$ cat src/rtl/cache_pkg.sv
// Shared types and defaults for the cache request sequencer and the set it drives.
// Latency: n/a (types and constants only).
// Backpressure: n/a.
package cache_pkg;

   localparam int ADDR_WIDTH_DEF = 8;
   localparam int LINE_WIDTH_DEF = 32;
   localparam int K_DEF          = 2;

   typedef logic [ADDR_WIDTH_DEF-1:0] addr_t;
   typedef logic [LINE_WIDTH_DEF-1:0] val_t;

   typedef enum logic [2:0] {
      ST_IDLE,
      ST_LOOKUP,
      ST_CHECK,
      ST_MEM_RD,
      ST_FILL,
      ST_MEM_WR,
      ST_RESP
   } ctrl_state_t;

   // A full CLOCK sweep can touch every way twice before a victim is free,
   // plus a few cycles of install/hit-report slack.
   function automatic int fill_timeout_def(input int k);
      return 2 * k + 4;
   endfunction

endpackage

$ cat src/rtl/cache_sat_ctr.sv
// Saturating up-counter with synchronous clear; sticks at all-ones.
// Latency: count visible the cycle after inc_i.
// Backpressure: none.
// Ports: clk_i, rst_i (async, active-high), clr_i (sync clear), inc_i, cnt_o.
module cache_sat_ctr #(
   parameter int WIDTH = 16
) (
   input  logic             clk_i,
   input  logic             rst_i,
   input  logic             clr_i,
   input  logic             inc_i,
   output logic [WIDTH-1:0] cnt_o
);

   logic [WIDTH-1:0] cnt_q;

   always_ff @(posedge clk_i or posedge rst_i) begin
      if (rst_i) begin
         cnt_q <= '0;
      end else if (clr_i) begin
         cnt_q <= '0;
      end else if (inc_i && (cnt_q != {WIDTH{1'b1}})) begin
         cnt_q <= cnt_q + 1'b1;
      end
   end

   assign cnt_o = cnt_q;

endmodule

$ cat src/rtl/cache_req_ctrl.sv
// Request sequencer in front of one K-way CLOCK cache set: lookup, miss refill, write-through.
// Latency: read hit responds 3 cycles after accept; misses/writes depend on memory and eviction.
// Backpressure: one request in flight; req_ready only in IDLE, response held until resp_ready.
// Ports: req_* (requester in), resp_* (response out), set_* (cache set strobes/data),
//        mem_* (backing memory, req held until one-cycle ack), clock/reset (async, active-high).
// Optional: define CACHE_REQ_STATS_EN to add stat_hits/stat_misses/stat_timeouts outputs.
module cache_req_ctrl
   import cache_pkg::*;
#(
   parameter int ADDR_WIDTH   = ADDR_WIDTH_DEF,
   parameter int LINE_WIDTH   = LINE_WIDTH_DEF,
   parameter int K            = K_DEF,
   parameter int FILL_TIMEOUT = fill_timeout_def(K)
) (
   input  logic                  clock,
   input  logic                  reset,
   input  logic                  req_valid,
   output logic                  req_ready,
   input  logic                  req_we,
   input  logic [ADDR_WIDTH-1:0] req_addr,
   input  logic [LINE_WIDTH-1:0] req_wdata,
   output logic                  resp_valid,
   input  logic                  resp_ready,
   output logic [LINE_WIDTH-1:0] resp_rdata,
   output logic                  resp_hit,
   output logic                  resp_err,
   output logic                  set_enable,
   output logic                  set_read,
   output logic                  set_write,
   output logic [ADDR_WIDTH-1:0] set_addr,
   output logic [LINE_WIDTH-1:0] set_wdata,
   input  logic                  set_hit,
   input  logic [LINE_WIDTH-1:0] set_rdata,
   output logic                  mem_req,
   output logic                  mem_we,
   output logic [ADDR_WIDTH-1:0] mem_addr,
   output logic [LINE_WIDTH-1:0] mem_wdata,
   input  logic                  mem_ack,
   input  logic [LINE_WIDTH-1:0] mem_rdata
`ifdef CACHE_REQ_STATS_EN
   ,
   output logic [15:0]           stat_hits,
   output logic [15:0]           stat_misses,
   output logic [15:0]           stat_timeouts
`endif
);

   localparam int             FCW       = $clog2(FILL_TIMEOUT + 1);
   localparam logic [FCW-1:0] FILL_LAST = FCW'(FILL_TIMEOUT - 1);

   ctrl_state_t           state_q;
   logic                  we_q;
   logic [ADDR_WIDTH-1:0] addr_q;
   logic [LINE_WIDTH-1:0] wdata_q;
   logic [LINE_WIDTH-1:0] fill_q;
   logic [LINE_WIDTH-1:0] rdata_q;
   logic                  hit_q;
   logic                  err_q;
   logic                  req_ready_q;
   logic                  resp_valid_q;
   logic                  set_enable_q;
   logic                  set_read_q;
   logic                  set_write_q;
   logic                  mem_req_q;
   logic                  mem_we_q;

   // Fill counter holds (FILL cycle index - 1); it is cleared whenever we are
   // outside FILL so every fill starts from zero.
   logic [FCW-1:0] fill_cnt;
   logic           in_fill;
   logic           fill_first;
   logic           fill_hit;
   logic           fill_to;
   logic           fill_done;
   logic           timeout_evt;

   assign in_fill     = (state_q == ST_FILL);
   assign fill_first  = (fill_cnt == '0);
   // The set's hit in the first FILL cycle still reflects the previous operation.
   assign fill_hit    = in_fill && set_hit && !fill_first;
   assign fill_to     = in_fill && (fill_cnt == FILL_LAST);
   assign fill_done   = fill_hit || fill_to;
   // A genuine hit on the last allowed cycle wins over the timeout.
   assign timeout_evt = fill_to && !fill_hit;

   cache_sat_ctr #(.WIDTH(FCW)) u_fill_ctr (
      .clk_i (clock),
      .rst_i (reset),
      .clr_i (!in_fill),
      .inc_i (in_fill),
      .cnt_o (fill_cnt)
   );

   always_ff @(posedge clock or posedge reset) begin
      if (reset) begin
         state_q      <= ST_IDLE;
         we_q         <= 1'b0;
         addr_q       <= '0;
         wdata_q      <= '0;
         fill_q       <= '0;
         rdata_q      <= '0;
         hit_q        <= 1'b0;
         err_q        <= 1'b0;
         req_ready_q  <= 1'b0;
         resp_valid_q <= 1'b0;
         set_enable_q <= 1'b0;
         set_read_q   <= 1'b0;
         set_write_q  <= 1'b0;
         mem_req_q    <= 1'b0;
         mem_we_q     <= 1'b0;
      end else begin
         case (state_q)
            ST_IDLE: begin
               if (req_valid && req_ready_q) begin
                  we_q        <= req_we;
                  addr_q      <= req_addr;
                  wdata_q     <= req_wdata;
                  rdata_q     <= '0;
                  hit_q       <= 1'b0;
                  err_q       <= 1'b0;
                  req_ready_q <= 1'b0;
                  set_enable_q <= 1'b1;
                  if (req_we) begin
                     fill_q      <= req_wdata;
                     set_write_q <= 1'b1;
                     state_q     <= ST_FILL;
                  end else begin
                     set_read_q  <= 1'b1;
                     state_q     <= ST_LOOKUP;
                  end
               end else begin
                  // Ready rises one cycle after reset release.
                  req_ready_q <= 1'b1;
               end
            end
            ST_LOOKUP: begin
               set_enable_q <= 1'b0;
               set_read_q   <= 1'b0;
               state_q      <= ST_CHECK;
            end
            ST_CHECK: begin
               if (set_hit) begin
                  rdata_q      <= set_rdata;
                  hit_q        <= 1'b1;
                  resp_valid_q <= 1'b1;
                  state_q      <= ST_RESP;
               end else begin
                  mem_req_q <= 1'b1;
                  mem_we_q  <= 1'b0;
                  state_q   <= ST_MEM_RD;
               end
            end
            ST_MEM_RD: begin
               if (mem_ack) begin
                  rdata_q      <= mem_rdata;
                  fill_q       <= mem_rdata;
                  mem_req_q    <= 1'b0;
                  set_enable_q <= 1'b1;
                  set_write_q  <= 1'b1;
                  state_q      <= ST_FILL;
               end
            end
            ST_FILL: begin
               if (fill_done) begin
                  set_enable_q <= 1'b0;
                  set_write_q  <= 1'b0;
                  err_q        <= timeout_evt;
                  if (we_q) begin
                     mem_req_q <= 1'b1;
                     mem_we_q  <= 1'b1;
                     state_q   <= ST_MEM_WR;
                  end else begin
                     resp_valid_q <= 1'b1;
                     state_q      <= ST_RESP;
                  end
               end
            end
            ST_MEM_WR: begin
               if (mem_ack) begin
                  mem_req_q    <= 1'b0;
                  mem_we_q     <= 1'b0;
                  resp_valid_q <= 1'b1;
                  state_q      <= ST_RESP;
               end
            end
            ST_RESP: begin
               if (resp_ready) begin
                  resp_valid_q <= 1'b0;
                  req_ready_q  <= 1'b1;
                  state_q      <= ST_IDLE;
               end
            end
            default: begin
               set_enable_q <= 1'b0;
               set_read_q   <= 1'b0;
               set_write_q  <= 1'b0;
               mem_req_q    <= 1'b0;
               mem_we_q     <= 1'b0;
               resp_valid_q <= 1'b0;
               req_ready_q  <= 1'b0;
               state_q      <= ST_IDLE;
            end
         endcase
      end
   end

   assign req_ready  = req_ready_q;
   assign resp_valid = resp_valid_q;
   assign resp_rdata = rdata_q;
   assign resp_hit   = hit_q;
   assign resp_err   = err_q;
   assign set_enable = set_enable_q;
   assign set_read   = set_read_q;
   assign set_write  = set_write_q;
   assign set_addr   = addr_q;
   assign set_wdata  = fill_q;
   assign mem_req    = mem_req_q;
   assign mem_we     = mem_we_q;
   assign mem_addr   = addr_q;
   assign mem_wdata  = wdata_q;

`ifdef CACHE_REQ_STATS_EN
   cache_sat_ctr #(.WIDTH(16)) u_stat_hits (
      .clk_i (clock),
      .rst_i (reset),
      .clr_i (1'b0),
      .inc_i ((state_q == ST_CHECK) && set_hit),
      .cnt_o (stat_hits)
   );

   cache_sat_ctr #(.WIDTH(16)) u_stat_misses (
      .clk_i (clock),
      .rst_i (reset),
      .clr_i (1'b0),
      .inc_i ((state_q == ST_CHECK) && !set_hit),
      .cnt_o (stat_misses)
   );

   cache_sat_ctr #(.WIDTH(16)) u_stat_timeouts (
      .clk_i (clock),
      .rst_i (reset),
      .clr_i (1'b0),
      .inc_i (timeout_evt),
      .cnt_o (stat_timeouts)
   );
`endif

endmodule

$ cat config.mk
export PLATFORM = sky130hd
export DESIGN_NAME = cache_req_ctrl
export DESIGN_NICKNAME = d
export VERILOG_FILES = /design/src/rtl/cache_pkg.sv /design/src/rtl/cache_sat_ctr.sv /design/src/rtl/cache_req_ctrl.sv
export SDC_FILE = /design/constraint.sdc
export NUM_CORES = 1
export LEC_CHECK = 0
export CAP_MARGIN = 10
export CORE_MARGIN = 4
export CORE_UTILIZATION = 46
export DETAILED_ROUTE_END_ITERATION = 6
export GPL_TIMING_DRIVEN = 0
export PLACE_DENSITY = 0.82
export SETUP_SLACK_MARGIN = 0.3
export SLEW_MARGIN = 10
export SYNTH_ARGS = -nofsm -noshare
export SYNTH_HDL_FRONTEND = slang
export SYNTH_SLANG_ARGS = --single-unit
export TNS_END_PERCENT = 5
$ cat constraint.sdc
create_clock -name clock -period 7.49 [get_ports clock]
set_input_delay 1.498 -clock clock [delete_from_list [all_inputs] [get_ports clock]]
set_output_delay 1.498 -clock clock [all_outputs]
set_load 0.01 [all_outputs]
# Yosys cells after proc, flatten, opt, wreduce, memory -nomap -nowiden
# Cells that the tools add are included.
word_totals:
  word_cells: 128
  out_inout_bits: 121
  ff_bits: 121
  inputBits: 111
classes:
  n_addsub: 1
  n_mux: 47
  bitwise_logic: 7
  n_eq_ne: 21
  reduce_logical: 36
ops:
  columns: ["cell", "count"]
  rows:
  - ["$mux 32", 5]
  - ["$pmux 32 s3", 1]
  - ["$pmux 32 s2", 1]
  - ["$mux 3", 7]
  - ["$pmux 3 s7", 1]
  - ["$mux 1", 20]
  - ["$ne 2x2->1 const B", 10]
  - ["$reduce_and 5->1", 4]
  - ["$pmux 1 s4", 4]
  - ["$reduce_and 4->1", 3]
  - ["$reduce_or 5->1", 2]
  - ["$eq 3x3->1 const B", 3]
  - ["$reduce_and 3->1", 3]
  - ["$reduce_or 3->1", 3]
  - ["$mux 4", 2]
  - ["$reduce_or 4->1", 2]
  - ["$not 1->1", 7]
  - ["$eq 3x2->1 const B", 2]
  - ["$logic_and 1x1->1", 6]
  - ["$ne 2x1->1 const B", 3]
  - ["$pmux 1 s2", 3]
  - ["$reduce_and 6->1", 1]
  - ["$reduce_bool 2->1", 3]
  - ["$pmux 1 s5", 1]
  - ["other kinds (13)", 15]

# Depth between registers and ports, before layout
# Gate-level depths: netlist of the first run.
depth:
  word_depth: 7
  mapped_depth: 7
  ltp_nobuf: 7

# By module
# Synthesis of the first run repeated with hierarchy kept, for this count alone.
hier_totals:
  cells_unflattened: 546
  hier_area_um2: 5451.5
by_module_without_submodules:
  columns: ["module", "instances", "cells_each", "seq_area_each_um2", "area_per_inst_um2"]
  rows:
  - ["cache_req_ctrl", 1, 525, 2927.8, 5221.3]
  - ["cache_sat_ctr", 1, 21, 100.1, 230.2]

# Worst setup path before layout of the first run
# Ideal clock, no wire load.
synth_timing:
  path_type: "input to register"
  start: "input port req_valid"
  end: "register rdata_q[0], in the netlist resp_rdata[0]"
  arrival_time_ns: 2.471
  required_time_ns: 7.360
  cell_stages: 5
  path_buffers: 1
  setup_ns: 0.130
  path_slack_ns: 4.889
  path_cell_list: "and3b_1 nor2_1 a211oi_4 buf_2 a31oi_1"
synth_via:
  elab_chain_cells: 3
synth_lines:
  columns: ["element", "line_no", "source"]
  rows:
  - ["start: declaration", "cache_req_ctrl.sv:17", "input logic req_valid,"]
  - ["$logic_and 1x1->1", "cache_req_ctrl.sv:114", "if (req_valid && req_ready_q) begin"]
  - ["$ne 2x2->1 (no line)", null, null]
  - ["$reduce_and 4->1 (no line)", null, null]
  - ["end signal: assignment", "cache_req_ctrl.sv:143", "rdata_q <= set_rdata;"]
  - ["end signal: assignment", "cache_req_ctrl.sv:155", "rdata_q <= mem_rdata;"]
  - ["end: declaration", "cache_req_ctrl.sv:56", "logic [LINE_WIDTH-1:0] rdata_q;"]
# Every way passes these cells.
# A chain may end at the register's enable or synchronous reset.

# Worst setup path after layout of the first run
layout_timing:
  start: "input port mem_ack"
  end: "register fill_q[6], in the netlist set_wdata[6]"
layout_via:
  elab_chain_cells: 2
layout_lines:
  columns: ["element", "line_no", "source"]
  rows:
  - ["start: declaration", "cache_req_ctrl.sv:38", "input logic mem_ack,"]
  - ["$ne 2x2->1 (no line)", null, null]
  - ["$reduce_and 4->1 (no line)", null, null]
  - ["end signal: assignment", "cache_req_ctrl.sv:124", "fill_q <= req_wdata;"]
  - ["end signal: assignment", "cache_req_ctrl.sv:156", "fill_q <= mem_rdata;"]
  - ["end: declaration", "cache_req_ctrl.sv:55", "logic [LINE_WIDTH-1:0] fill_q;"]
# Every way passes these cells.

==> results of run 1 <==
[per-layer routing]
metal  track usage  vias up  share of wire
met5             0        -              0
met4         0.104        0          0.027
met3        0.0834       44          0.089
met2         0.468      269           0.50
met1         0.324     2527           0.39
li1              -     2364              -
[sequential cells by signal, summed over array words and instances (netlist names)]
signal,cells
mem_addr,8
mem_req,1
mem_wdata,32
mem_we,1
req_ready,1
resp_err,1
resp_hit,1
resp_rdata,32
resp_valid,1
set_enable,1
set_read,1
set_wdata,32
set_write,1
state_q,3
u_fill_ctr.cnt_o,4
we_q,1
[cell type report]
| cell class | count | area, sq um |
|---|---|---|
| Tap cell | 143 | 179 |
| Inverter | 8 | 37.5 |
| Multi-Input combinational cell | 367 | 2120 |
| Timing Repair Buffer | 232 | 2340 |
| Clock buffer | 28 | 517 |
| Sequential cell | 121 | 3030 |
| Fill cell | 828 | 2970 |
| Clock inverter | 2 | 35.0 |
| Buffer | 42 | 240 |
[logic make-up after synthesis]
| logic type | synth area share |
|---|---|
| and+or+nand+nor | 0.162 |
| DFF | 0.559 |
| xor gates and xnor gates | 0.00162 |
| AOI/OAI and AO/OA | 0.132 |
| adders and majority gates | 0.00646 |
| buffers and inverters | 0.0503 |
| muxes | 0.0889 |
[power by group through the flow]
stage	sequential, W	combinational [W]	clock (W)
finish	0.00118	0.00179	0.000764
global route	0.00122	0.00192	0.000801
CTS	0.00118	0.00180	0.000773
detailed placement	0.00118	0.00178	0
global placement	0.00117	0.00174	0
floorplan	0.00131	0.000695	0
[through the flow]
| step | instance area (sq um) | cells | setup slack [ns] | hold WS (ns) | total power [W] |
|---|---|---|---|---|---|
| after floorplan | 5420 | 538 | 2.78 | 0.520 | 0.00200 |
| after global placement | 7910 | 912 | 1.14 | 0.466 | 0.00291 |
| after detailed placement | 7940 | 913 | 3.74 | 0.486 | 0.00297 |
| after CTS | 8490 | 943 | 4.21 | 0.501 | 0.00375 |
| after global routing | 8490 | 943 | 4.07 | 0.515 | 0.00394 |
| final | 8490 | 943 | 4.17 | 0.499 | 0.00373 |
[critical path, cell delays in order]
cell             delay, ns
clkdlybuf4s50_1       0.59
and2_1                0.30
a22oi_1               0.18
nor2_2                0.41
clkbuf_1              0.44
a31oi_1               0.16
[cell usage after synthesis (all sizes together) (8+ instances only)]
library cell  number
inv                8
dfrtp            121
mux2              41
clkbuf            10
o21ai             14
buf               32
a31oi             66
nand2            105
nor2              81
a21oi             10
[final timing paths]
kind / depth (start not counted) / to / from
setup / recovery: 6 / set_wdata[6] / mem_ack
hold / removal: 1 / mem_wdata[8] / mem_wdata[8]
setup reg to reg: 6 / resp_rdata[23] / state_q[0]
hold reg to reg: 1 / mem_wdata[8] / mem_wdata[8]
max in group asynchronous: 3 / resp_rdata[19] / reset
min in group asynchronous: 2 / mem_wdata[4] / reset
==> results.yml, run 1 <==
floorplan:
  die_area_sq_mm: 0.0136
  io_pins: 232
  core_area_sq_mm: 0.0115
  rows: 39
  initial_utilization: 0.473
  die_x_um: 117
  die_h_um: 117
layout:
  finalNetCount: 902
  area_growth_syn_to_layout_pct: 56.8
  final_cell_mix: "clkdlybuf4s50_1 (231), dfrtp_1 (121), nand2_1 (105), nor2_1 (80), a31oi_1 (66)"
  utilization: 0.741
  antenna_cells: 0
  mostFrequentLayoutCell: "clkdlybuf4s50_1"
  drive_gt1_frac: 0.129
clocking:
  htreeDepth: 4
  cts_buffer_depth: 2
  cts_buffers: 17
  path_clk_slew_ns: 0.05
  ctsResizeCount: 0
  cts-root-buf: "clkbuf_16"
  clock-sinks: 121
  cts_hold_buf: 0
  post_cts.repair.setup_buffers: 0
  insertion_delay_ns: 0.41
  cts_tree: "yes"
timing:
  setup-tns-final_ns: 0
  setup_viol: 0
  finalHoldViolCount: 0
  drv_slew: 0
  slew_headroom: 0.570
  period_share: 0.444
  worst_slew_pin_slew_ns: 0.645
  post-route-min-period_ns: 3.32
  fmax_mhz: 301
  worst_clock_skew_ns: 0.00737
  rsz0062_at_grt: "no"
synthesis:
  ys_ff_latch: 121
  ys_seq_area_frac: 0.559
  yosys.area.top_type_share: 0.559
  syn-num-nets: 651
  avgSynthCellArea_sq_um: 10.1
  synth.distinct_cells: 46
  yosys.area.top_type: "dfrtp_1"
  synthTopCellsByArea: "dfrtp_1 (56%), a31oi_1 (7.6%), mux2_2 (7.5%)"
  synth_cells: 538
  ys_warn_count: 0
  async_flop_share: 1.00
  synth_top_flop_cell: "dfrtp_1"
  netlist_area_sq_mm: 0.00542
  synth_edf_count: 0
detailed_routing:
  routed_wl_mm: 18.6
  vias: 5204
  viasPerCell: 5.52
  drc: 0
  firstDrtPassIters: 6
  wire_per_inst_um: 19.7
  drtAntennaViolNets: 0
  drt_first_iter_violations: 385
grt:
  grt_pass1_vias: 5347
  antenna_found_initial: 0
  grt_max_degree: 70
  grt_overflow: 0
  grtUsageTotal: 0.273
  grt_first_pass_wirelength_mm: 28.2
place:
  dp_hpwl_mm: 13.9
  routabilityCongestion: 0.899
  place.port_buffers: 231
power_and_ir_drop:
  p_seq_frac: 0.316
  switching_share: 0.341
  power.clock.fraction: 0.205
  p_leak_nw: 3.57
  power_density_mw_per_mm2: 439
  power.internal_w: 0.00246
  ir_drop_v: 0.000264
  power.switching_w: 0.00127
  pwr-share-comb: 0.479
critical_path:
  critical_path_class: "in2reg"
  crit_path_end_kind: "flop"
  r2r_slack_ns: 5.37
  required_ns: 7.75
  crit_arrival_ns: 3.59
  cp-start-kind: "input pin"
  critPathMaxFanout: 10
flow_run:
  maxCapViolCount: 0
outcome:
  status: "finished clean"
worst_hold_path:
  min_path_type: "reg2reg"
Power figures use the tool's default switching activity.
==> run 2: changes to the inputs <==
Settings changed: CORE_UTILIZATION 46 to 39, PLACE_DENSITY 0.82 to 0.74.
Clock period 7.49 ns to 3 ns, I/O delays scaled along.
==> run 2 against run 1 <==
  * Highest routed layer unchanged
  * Largest power group unchanged
  * Critical path depth is the same
  * Clock skew shrank 0.0026 ns
  * Clock power grew to 2.7 times the previous value
  * Worst hold slack worse by 0.0075 ns
  * Combinational power grew 150%
  * First-iteration DRC count down 25%
  * Sequential power rose by 150%
  * Cell count increased by 3.9%
  * Flip-flop and latch count unchanged
  * Via count is 1.2% lower
  * Sequential share of layout area fell by 0.48 points
  * Critical endpoint is now set_wdata[9]
  * Critical path type unchanged
  * Cell area is 1.4% higher
==> results.yml, run 2 (synthesis gave the netlist of run 1 again) <==
critical_path:
  crit_end: "set_wdata[9]"
  crit_path_end_kind: "flop"
  cp-start-kind: "input pin"
  r2r-end: "set_wdata[9]"
  ff2ff_path_depth: 5
  crit_arrival_ns: 2.72
  critPathMaxFanout: 10
  critical_path_class: "in2reg"
  r2r-start: "req_ready"
  required_ns: 3.26
  r2r_slack_ns: 0.91
  crit_path_start: "mem_ack"
clocking:
  cts_buffers: 17
  insertion_delay_ns: 0.41
  ctsResizeCount: 0
  cts_buffer_depth: 2
  cts-root-buf: "clkbuf_16"
  htreeDepth: 4
  clock-sinks: 121
  path_clk_slew_ns: 0.05
  post_cts.repair.setup_buffers: 0
  cts_tree: "yes"
  cts_hold_buf: 0
floorplan:
  io_pins: 232
  core_area_sq_mm: 0.0134
  rows: 42
  die_h_um: 126
  initial_utilization: 0.404
  die_area_sq_mm: 0.0158
  die_x_um: 126
detailed_routing:
  viasPerCell: 5.25
  wire_per_inst_um: 18.7
  dr_wl_met3_mm: 1.64
  routed.top_layer: "met4"
  drt_first_iter_violations: 289
  drc: 0
  firstDrtPassIters: 5
  wl_met2_mm: 9.27
  drtAntennaViolNets: 0
  vias: 5143
  met1_length_mm: 7.27
  routed_wl_mm: 18.4
timing:
  finalHoldViolCount: 0
  worst_slew_pin_slew_ns: 0.575
  drv_slew: 0
  fmax_mhz: 406
  worst_clock_skew_ns: 0.00477
  rsz0062_at_grt: "no"
  setup_viol: 0
  whs_ns: 0.492
  slew_headroom: 0.615
  period_share: 0.820
  setup_slack_ns: 0.539
  post-route-min-period_ns: 2.46
flow_run:
  maxCapViolCount: 0
grt:
  grt_first_pass_wirelength_mm: 28.7
  antenna_found_initial: 0
  grt_pass1_vias: 5383
  grtUsageTotal: 0.229
  grt_overflow: 0
  grt_max_degree: 39
power_and_ir_drop:
  power_density_mw_per_mm2: 1090
  finalPower_w: 0.00940
  p_leak_nw: 3.61
  power.internal_w: 0.00622
  power.switching_w: 0.00318
  power.clock.fraction: 0.216
  pwr-share-comb: 0.471
  ir_drop_v: 0.000574
  p_seq_frac: 0.313
  switching_share: 0.338
layout:
  mostFrequentLayoutCell: "clkdlybuf4s50_1"
  drive_gt1_frac: 0.137
  antenna_cells: 0
  final_cell_mix: "clkdlybuf4s50_1 (231), dfrtp_1 (121), nand2_1 (105), nor2_1 (80), a31oi_1 (66)"
  finalNetCount: 904
  stdcell_count: 980
  area_growth_syn_to_layout_pct: 58.9
  utilization: 0.642
  fill_cells: 1085
place:
  place.port_buffers: 231
  dp_hpwl_mm: 13.9
  dp_cells: 948
  pre_cts_ws_ns: 0.114
  routabilityCongestion: 0.931
outcome:
  status: "finished clean"
worst_hold_path:
  min_path_type: "reg2reg"
-- run 2: cell types whose count changed in the layout (fill, tap and decap cells not counted) --
cell / change
buf_12: +3
clkbuf_1: -3
clkinv_2: +3
buf_16: -1
bufinv_16: +1
clkinv_4: +1
clkinvlp_4: +1
inv_6: -1
-- run 2: worst max-delay path, cell delays in order --
cell	delay, ns
clkdlybuf4s50_1	0.59
and2_1	0.28
a22oi_1	0.17
nor2_2	0.44
clkbuf_1	0.48
a31oi_1	0.16
-- run 2: worst min-delay path by stage --
stage / from / endpoint / slack, ns / cells past startpoint
after floorplan: we_q / we_q / 0.52 / 1
after global placement: mem_wdata[2] / mem_wdata[2] / 0.47 / 1
after detailed placement: mem_wdata[7] / mem_wdata[7] / 0.49 / 1
after CTS: mem_wdata[7] / mem_wdata[7] / 0.50 / 1
after global routing: mem_wdata[7] / mem_wdata[7] / 0.51 / 1
final: mem_wdata[7] / mem_wdata[7] / 0.49 / 1
-- run 2: cell type report --
cell class / count / area, sq um / share of cell area
multi-input combinational: 367 / 2120 / 0.246
timing repair buffer: 234 / 2370 / 0.276
tap: 176 / 220 / 0.0256
sequential: 121 / 3030 / 0.352
clock inverter: 7 / 88.8 / 0.0103
inverter: 8 / 36.3 / 0.00421
buffer: 42 / 240 / 0.0279
clock buffer: 25 / 505 / 0.0587
-- run 2: routing by layer --
metal / vias to the layer above / global-route usage
met4: 0 / 0.0700
met1: 2526 / 0.274
li1: 2353 / -
met2: 249 / 0.397
met5: - / 0
met3: 15 / 0.0737
-- run 2: metrics by stage --
stage,instance area [sq um],setup TNS [ns]
floorplan,5420,0
global placement,7960,-21.89
detailed placement,8020,0
CTS,8610,0
global route,8610,0
finish,8610,0
-- run 2: power groups by stage --
stage                     clock, W  sequential, W  combinational (W)
final                      0.00203        0.00295            0.00443
after global placement           0        0.00293            0.00432
after CTS                  0.00206        0.00295            0.00446
after detailed placement         0        0.00296            0.00443
after global routing       0.00213        0.00304            0.00475
after floorplan                  0        0.00326            0.00174
